**src/rtl/bkt_ctrl.sv**
```systemverilog
// Purpose: on a conflict, scans every variable and computes the chronological backtrack level, clear mask and flip mask.
// Latency: a conflict accepted at edge T gives the apply/done pulse NUM_VARS+1 cycles later; a level-0 conflict gives the unsat pulse one cycle later.
// Backpressure: none; conflict_pulse is only taken in IDLE, is dropped while busy or unsat, and is never queued.
module bkt_ctrl #(
    parameter int NUM_VARS  = 8,
    parameter int WIDTH_LVL = 16
) (
    input  logic                          clk,
    input  logic                          rst,
    input  logic                          conflict_pulse,
    input  logic [WIDTH_LVL-1:0]          cur_lvl_i,
    input  logic [NUM_VARS*3-1:0]         vars_value_i,
    input  logic [NUM_VARS*WIDTH_LVL-1:0] vars_lvl_i,
    output logic                          apply_bkt_o,
    output logic [WIDTH_LVL-1:0]          bkt_lvl_o,
    output logic [NUM_VARS-1:0]           clear_mask_o,
    output logic [NUM_VARS-1:0]           flip_index_o,
    output logic                          bkt_done,
    output logic                          unsat_o,
    output logic                          busy_o
);

    localparam int IDX_W = (NUM_VARS > 1) ? $clog2(NUM_VARS) : 1;
    localparam logic [IDX_W-1:0] LAST_IDX = IDX_W'(NUM_VARS - 1);

    // UNSAT_REPORT carries the one-cycle done pulse; UNSAT is the terminal resting state.
    typedef enum logic [2:0] {
        ST_IDLE,
        ST_SCAN,
        ST_APPLY,
        ST_UNSAT_REPORT,
        ST_UNSAT
    } state_t;

    state_t                state;
    state_t                state_nxt;
    logic [IDX_W-1:0]      idx;
    logic [WIDTH_LVL-1:0]  lvl_q;
    logic [NUM_VARS-1:0]   clr_acc;
    logic [NUM_VARS-1:0]   flip_acc;
    logic [NUM_VARS-1:0]   clr_nxt;
    logic [NUM_VARS-1:0]   flip_nxt;

    logic [2:0]            val_arr [NUM_VARS];
    logic [WIDTH_LVL-1:0]  lvl_arr [NUM_VARS];
    logic [2:0]            cur_val;
    logic [WIDTH_LVL-1:0]  cur_var_lvl;
    logic                  cur_assigned;
    logic                  cur_is_dec;

    // Split the flat per-variable buses into arrays so the scan can index by idx.
    for (genvar g = 0; g < NUM_VARS; g++) begin : g_unpack
        assign val_arr[g] = vars_value_i[g*3 +: 3];
        assign lvl_arr[g] = vars_lvl_i[g*WIDTH_LVL +: WIDTH_LVL];
    end

    assign cur_val      = val_arr[idx];
    assign cur_var_lvl  = lvl_arr[idx];
    assign cur_assigned = (cur_val[1:0] != 2'b00);
    assign cur_is_dec   = cur_val[2];

    // State register; reset aborts any scan in flight.
    always_ff @(posedge clk or negedge rst) begin
        if (!rst) begin
            state <= ST_IDLE;
        end else begin
            state <= state_nxt;
        end
    end

    // Scan datapath: latch L and clear the accumulators on accept; step one variable per cycle in SCAN.
    always_ff @(posedge clk or negedge rst) begin
        if (!rst) begin
            idx      <= '0;
            lvl_q    <= '0;
            clr_acc  <= '0;
            flip_acc <= '0;
        end else if (state == ST_IDLE && conflict_pulse) begin
            idx      <= '0;
            lvl_q    <= cur_lvl_i;
            clr_acc  <= '0;
            flip_acc <= '0;
        end else if (state == ST_SCAN) begin
            idx      <= (idx == LAST_IDX) ? '0 : idx + 1'b1;
            clr_acc  <= clr_nxt;
            flip_acc <= flip_nxt;
        end
    end

    // Next-state, accumulator update and outputs; outputs stay 0 outside their valid cycle.
    always_comb begin
        state_nxt    = state;
        clr_nxt      = clr_acc;
        flip_nxt     = flip_acc;
        apply_bkt_o  = 1'b0;
        bkt_lvl_o    = '0;
        clear_mask_o = '0;
        flip_index_o = '0;
        bkt_done     = 1'b0;
        unsat_o      = 1'b0;
        busy_o       = 1'b0;
        case (state)
            ST_IDLE: begin
                // Level 0 has nothing to back out of, so it goes straight to unsat.
                if (conflict_pulse) begin
                    state_nxt = (cur_lvl_i != '0) ? ST_SCAN : ST_UNSAT_REPORT;
                end
            end
            ST_SCAN: begin
                busy_o = 1'b1;
                if (cur_assigned && (cur_var_lvl >= lvl_q)) begin
                    clr_nxt[idx] = 1'b1;
                end
                // Only the first decision found at L is flipped, so the lowest index wins.
                if (cur_assigned && cur_is_dec && (cur_var_lvl == lvl_q) && (flip_acc == '0)) begin
                    flip_nxt[idx] = 1'b1;
                end
                if (idx == LAST_IDX) begin
                    state_nxt = (flip_nxt != '0) ? ST_APPLY : ST_UNSAT_REPORT;
                end
            end
            ST_APPLY: begin
                busy_o       = 1'b1;
                apply_bkt_o  = 1'b1;
                bkt_done     = 1'b1;
                bkt_lvl_o    = lvl_q;
                clear_mask_o = clr_acc;
                flip_index_o = flip_acc;
                state_nxt    = ST_IDLE;
            end
            ST_UNSAT_REPORT: begin
                busy_o    = 1'b1;
                bkt_done  = 1'b1;
                unsat_o   = 1'b1;
                state_nxt = ST_UNSAT;
            end
            ST_UNSAT: begin
                unsat_o = 1'b1;
            end
            default: begin
                state_nxt = ST_IDLE;
            end
        endcase
    end

endmodule

```
**config.mk**
```make
export PLATFORM = sky130hd
export DESIGN_NAME = bkt_ctrl
export DESIGN_NICKNAME = d
export VERILOG_FILES = /design/src/rtl/bkt_ctrl.sv
export SDC_FILE = /design/constraint.sdc
export NUM_CORES = 1
export LEC_CHECK = 0
export ABC_CLOCK_PERIOD_IN_PS = 8550
export CAP_MARGIN = 0
export CELL_PAD_IN_SITES_DETAIL_PLACEMENT = 1
export CELL_PAD_IN_SITES_GLOBAL_PLACEMENT = 1
export CORE_UTILIZATION = 27
export CTS_CLUSTER_DIAMETER = 50
export DETAILED_ROUTE_END_ITERATION = 6
export PLACE_DENSITY_LB_ADDON = 0.1
export SLEW_MARGIN = 0
export SYNTH_ARGS = -nofsm -noshare
export SYNTH_HDL_FRONTEND = slang
export SYNTH_SLANG_ARGS = --single-unit
```
**constraint.sdc**
```tcl
create_clock -name clk -period 8.55 [get_ports clk]
set_input_delay 1.71 -clock clk [delete_from_list [all_inputs] [get_ports clk]]
set_output_delay 1.71 -clock clk [all_outputs]
set_load 0.05 [all_outputs]
```
==> results.json <==
{
  "violations": "design-rule violations",
  "start_util": 0.279,
  "yosys_most_used_dff": "dfrtp_1",
  "die_area_um2": 12300,
  "htree_levels": 2,
  "internal_power_mw": 0.724,
  "power_frac_clock": 0.137,
  "cts.path.max_buffers": 2,
  "cp.required_ps": 6840,
  "hold_violations": 0,
  "avgSynthCellArea_um2": 8.14,
  "setup_viol": 0,
  "die_w_um": 111,
  "p_leak_nw": 2.17,
  "n_fill_cell": 1384,
  "hold_depth": 2,
  "yosysTopAreaCell": "dfrtp_1",
  "period_share": 0.533,
  "grt_first_pass_wirelength_um": 21700,
  "cts_setup_buffers": 0,
  "drt_iter0_markers": 175,
  "yosysMostFrequentCell": "a22oi_1",
  "path_max_fanout": 33,
  "synth-edff-count": 0,
  "max_freq_mhz": 220,
  "core_um2": 11500,
  "multiInputGateArea_um2": 2060,
  "slew_headroom": 0.304,
  "layout.nets": 775,
  "netlist_area_um2": 3210,
  "synth_top_area_frac": 0.296,
  "r2r_cells": 10,
  "vias_per_cell": 5.34,
  "syn_nets": 584,
  "start_kind": "flop",
  "final_antenna_net_count": 0,
  "cap_violations": 0,
  "dr.pass1.iters": 7,
  "fin_cells": 730,
  "drc_errors": 24,
  "hpwl_um": 11300,
  "globalplace.congestion": 0.794,
  "clkLatencyLatePin_ps": 290,
  "sw_frac_of_total": 0.484,
  "vias": 3897,
  "cts_resized": 0,
  "hold_class": "flop to flop",
  "clk_pin_slew_ps": 60,
  "yosysWarnings": 0,
  "grt_util_all_layers": 0.227,
  "synth-seq-cells": 38,
  "drive_gt1_frac": 0.0494,
  "seqPwrFrac": 0.236,
  "rows": 39,
  "grt_max_degree": 39,
  "path_class": "flop to primary output",
  "cts_tree": "built",
  "power_density_nw_per_um2": 254,
  "area_growth_pct": 71.9,
  "ys_top_cells_by_count": "a22oi_1 (62), nand2_1 (54), dfrtp_1 (38)",
  "wl_per_cell_um": 19.3,
  "cts-hold-fix-buffers": 0,
  "ys_seq_area_frac": 0.296,
  "numCtsBuffers": 5,
  "yosys-top-cells-area": "dfrtp_1 (30%), a22oi_1 (14%), ha_1 (7.0%)",
  "maxSlewViolCount": 0,
  "run_status": "finished with violations",
  "worstMarginPinSlew_ps": 1040,
  "wirelength_um": 14100,
  "die_height_um": 111,
  "grt_antenna_before_repair": 0,
  "rsz0062_at_grt": "no",
  "cts_root_buf": "clkbuf_16",
  "clock_sinks": 38,
  "netlist_instances": 395,
  "arrival_ps": 2850,
  "period_needed_ps": 4560,
  "synth.distinct_cells": 50,
  "vdd_drop_max_uv": 87.0,
  "switchingPower_mw": 0.679,
  "finalClockSkew_ps": 3.46,
  "antennaDiodeCount": 0,
  "placedCellCount": 722,
  "async_flop_share": 1.00,
  "power_frac_comb": 0.627,
  "portBuffers": 206,
  "crit_path_end_kind": "primary output",
  "overflow": 0,
  "num_io_pins": 207,
  "tns_ps": 0,
  "grt_pass1_vias": 4168,
  "ff_latch_area_um2": 951
}
==> state kept, by name, indices dropped and copies added, names as in the netlist <==
register,cells
clr_acc,8
idx,3
flip_acc,8
lvl_q,16
state,3
==> cell families after synthesis <==
family | count (synthesis) | synth area share
and+or+nand+nor | 151 | 0.267
AOI/OAI and AO/OA | 134 | 0.293
buffers and inverters | 52 | 0.0681
DFF | 38 | 0.296
adders and majority gates | 18 | 0.0701
muxes | 2 | 0.00662
==> routing by layer <==
metal / vias up / share of wire / track usage
met5: - / 0 / 0
met4: 0 / 0.016 / 0.0586
met3: 19 / 0.077 / 0.0547
met2: 172 / 0.51 / 0.434
met1: 1851 / 0.39 / 0.249
li1: 1855 / - / -
==> final timing paths <==
kind / from / endpoint / slack, ps
min in group asynchronous: rst / lvl_q[12]$_DFFE_PN0P_ / 1540
worst max register to register: idx[2]$_DFFE_PN0P_ / clr_acc[3]$_DFFE_PN0P_ / 4730
max in group asynchronous: rst / flip_acc[6]$_DFFE_PN0P_ / 6450
worst min register to register: clr_acc[7]$_DFFE_PN0P_ / clr_acc[7]$_DFFE_PN0P_ / 480
worst max-delay path: state[1]$_DFFE_PN0P_ / bkt_lvl_o[5] / 3990
worst min-delay path: clr_acc[7]$_DFFE_PN0P_ / clr_acc[7]$_DFFE_PN0P_ / 480
==> cell type report <==
type,instances,area share
flip-flops and latches,38,0.172
clock inverters,2,0.00226
repair buffers,211,0.379
well taps,143,0.0324
inverters,25,0.0170
clock buffers,6,0.0251
multi-input cells,305,0.372
==> power groups by stage <==
stage / combinational, mW / clock [mW] / sequential [mW]
detailed placement: 0.887 / 0 / 0.335
global route: 0.987 / 0.201 / 0.345
global placement: 0.849 / 0 / 0.335
finish: 0.880 / 0.192 / 0.331
floorplan: 0.615 / 0 / 0.272
CTS: 0.889 / 0.196 / 0.333
==> critical path, stage by stage, from the launching register on <==
cell and delay [ps]:
dfrtp_1 440, nor2b_1 180, nor2b_2 850, and2_1 240
clkdlybuf4s50_1 820
==> cell usage in the layout, fill, tap and decap left out, types with 2 or more instances in the layout <==
master	netlist	routed
clkdlybuf4s50_1	0	205
o31ai_1	12	12
dfrtp_1	38	38
buf_4	3	5
inv_1	25	25
and3_1	5	5
and2_1	34	34
nor3b_2	3	3
nor2_2	2	2
a21oi_1	12	12
o211ai_1	2	2
clkbuf_16	0	5
ha_1	18	18
nand2_1	54	54
nand3b_1	4	4
and3b_1	3	3
nor3b_1	2	2
nor2b_1	3	2
o21ai_0	31	31
a22oi_1	62	62
nand4_1	17	17
and4_1	2	2
nor4_1	4	4
nand3_1	3	3
nor3_1	4	4
nor2_1	5	5
==> per-stage QoR <==
step / cell area, µm² / power, mW / setup slack, ps / util / hold slack (ps)
global placement: 5370 / 1.18 / 4360 / 0.467 / 474
CTS: 5530 / 1.42 / 3900 / 0.480 / 484
detailed placement: 5370 / 1.22 / 4220 / 0.467 / 471
floorplan: 3210 / 0.887 / 4230 / - / 440
global route: 5530 / 1.53 / 3790 / 0.480 / 504
finish: 5530 / 1.40 / 3990 / 0.480 / 481
Power figures use the tool's default switching activity.
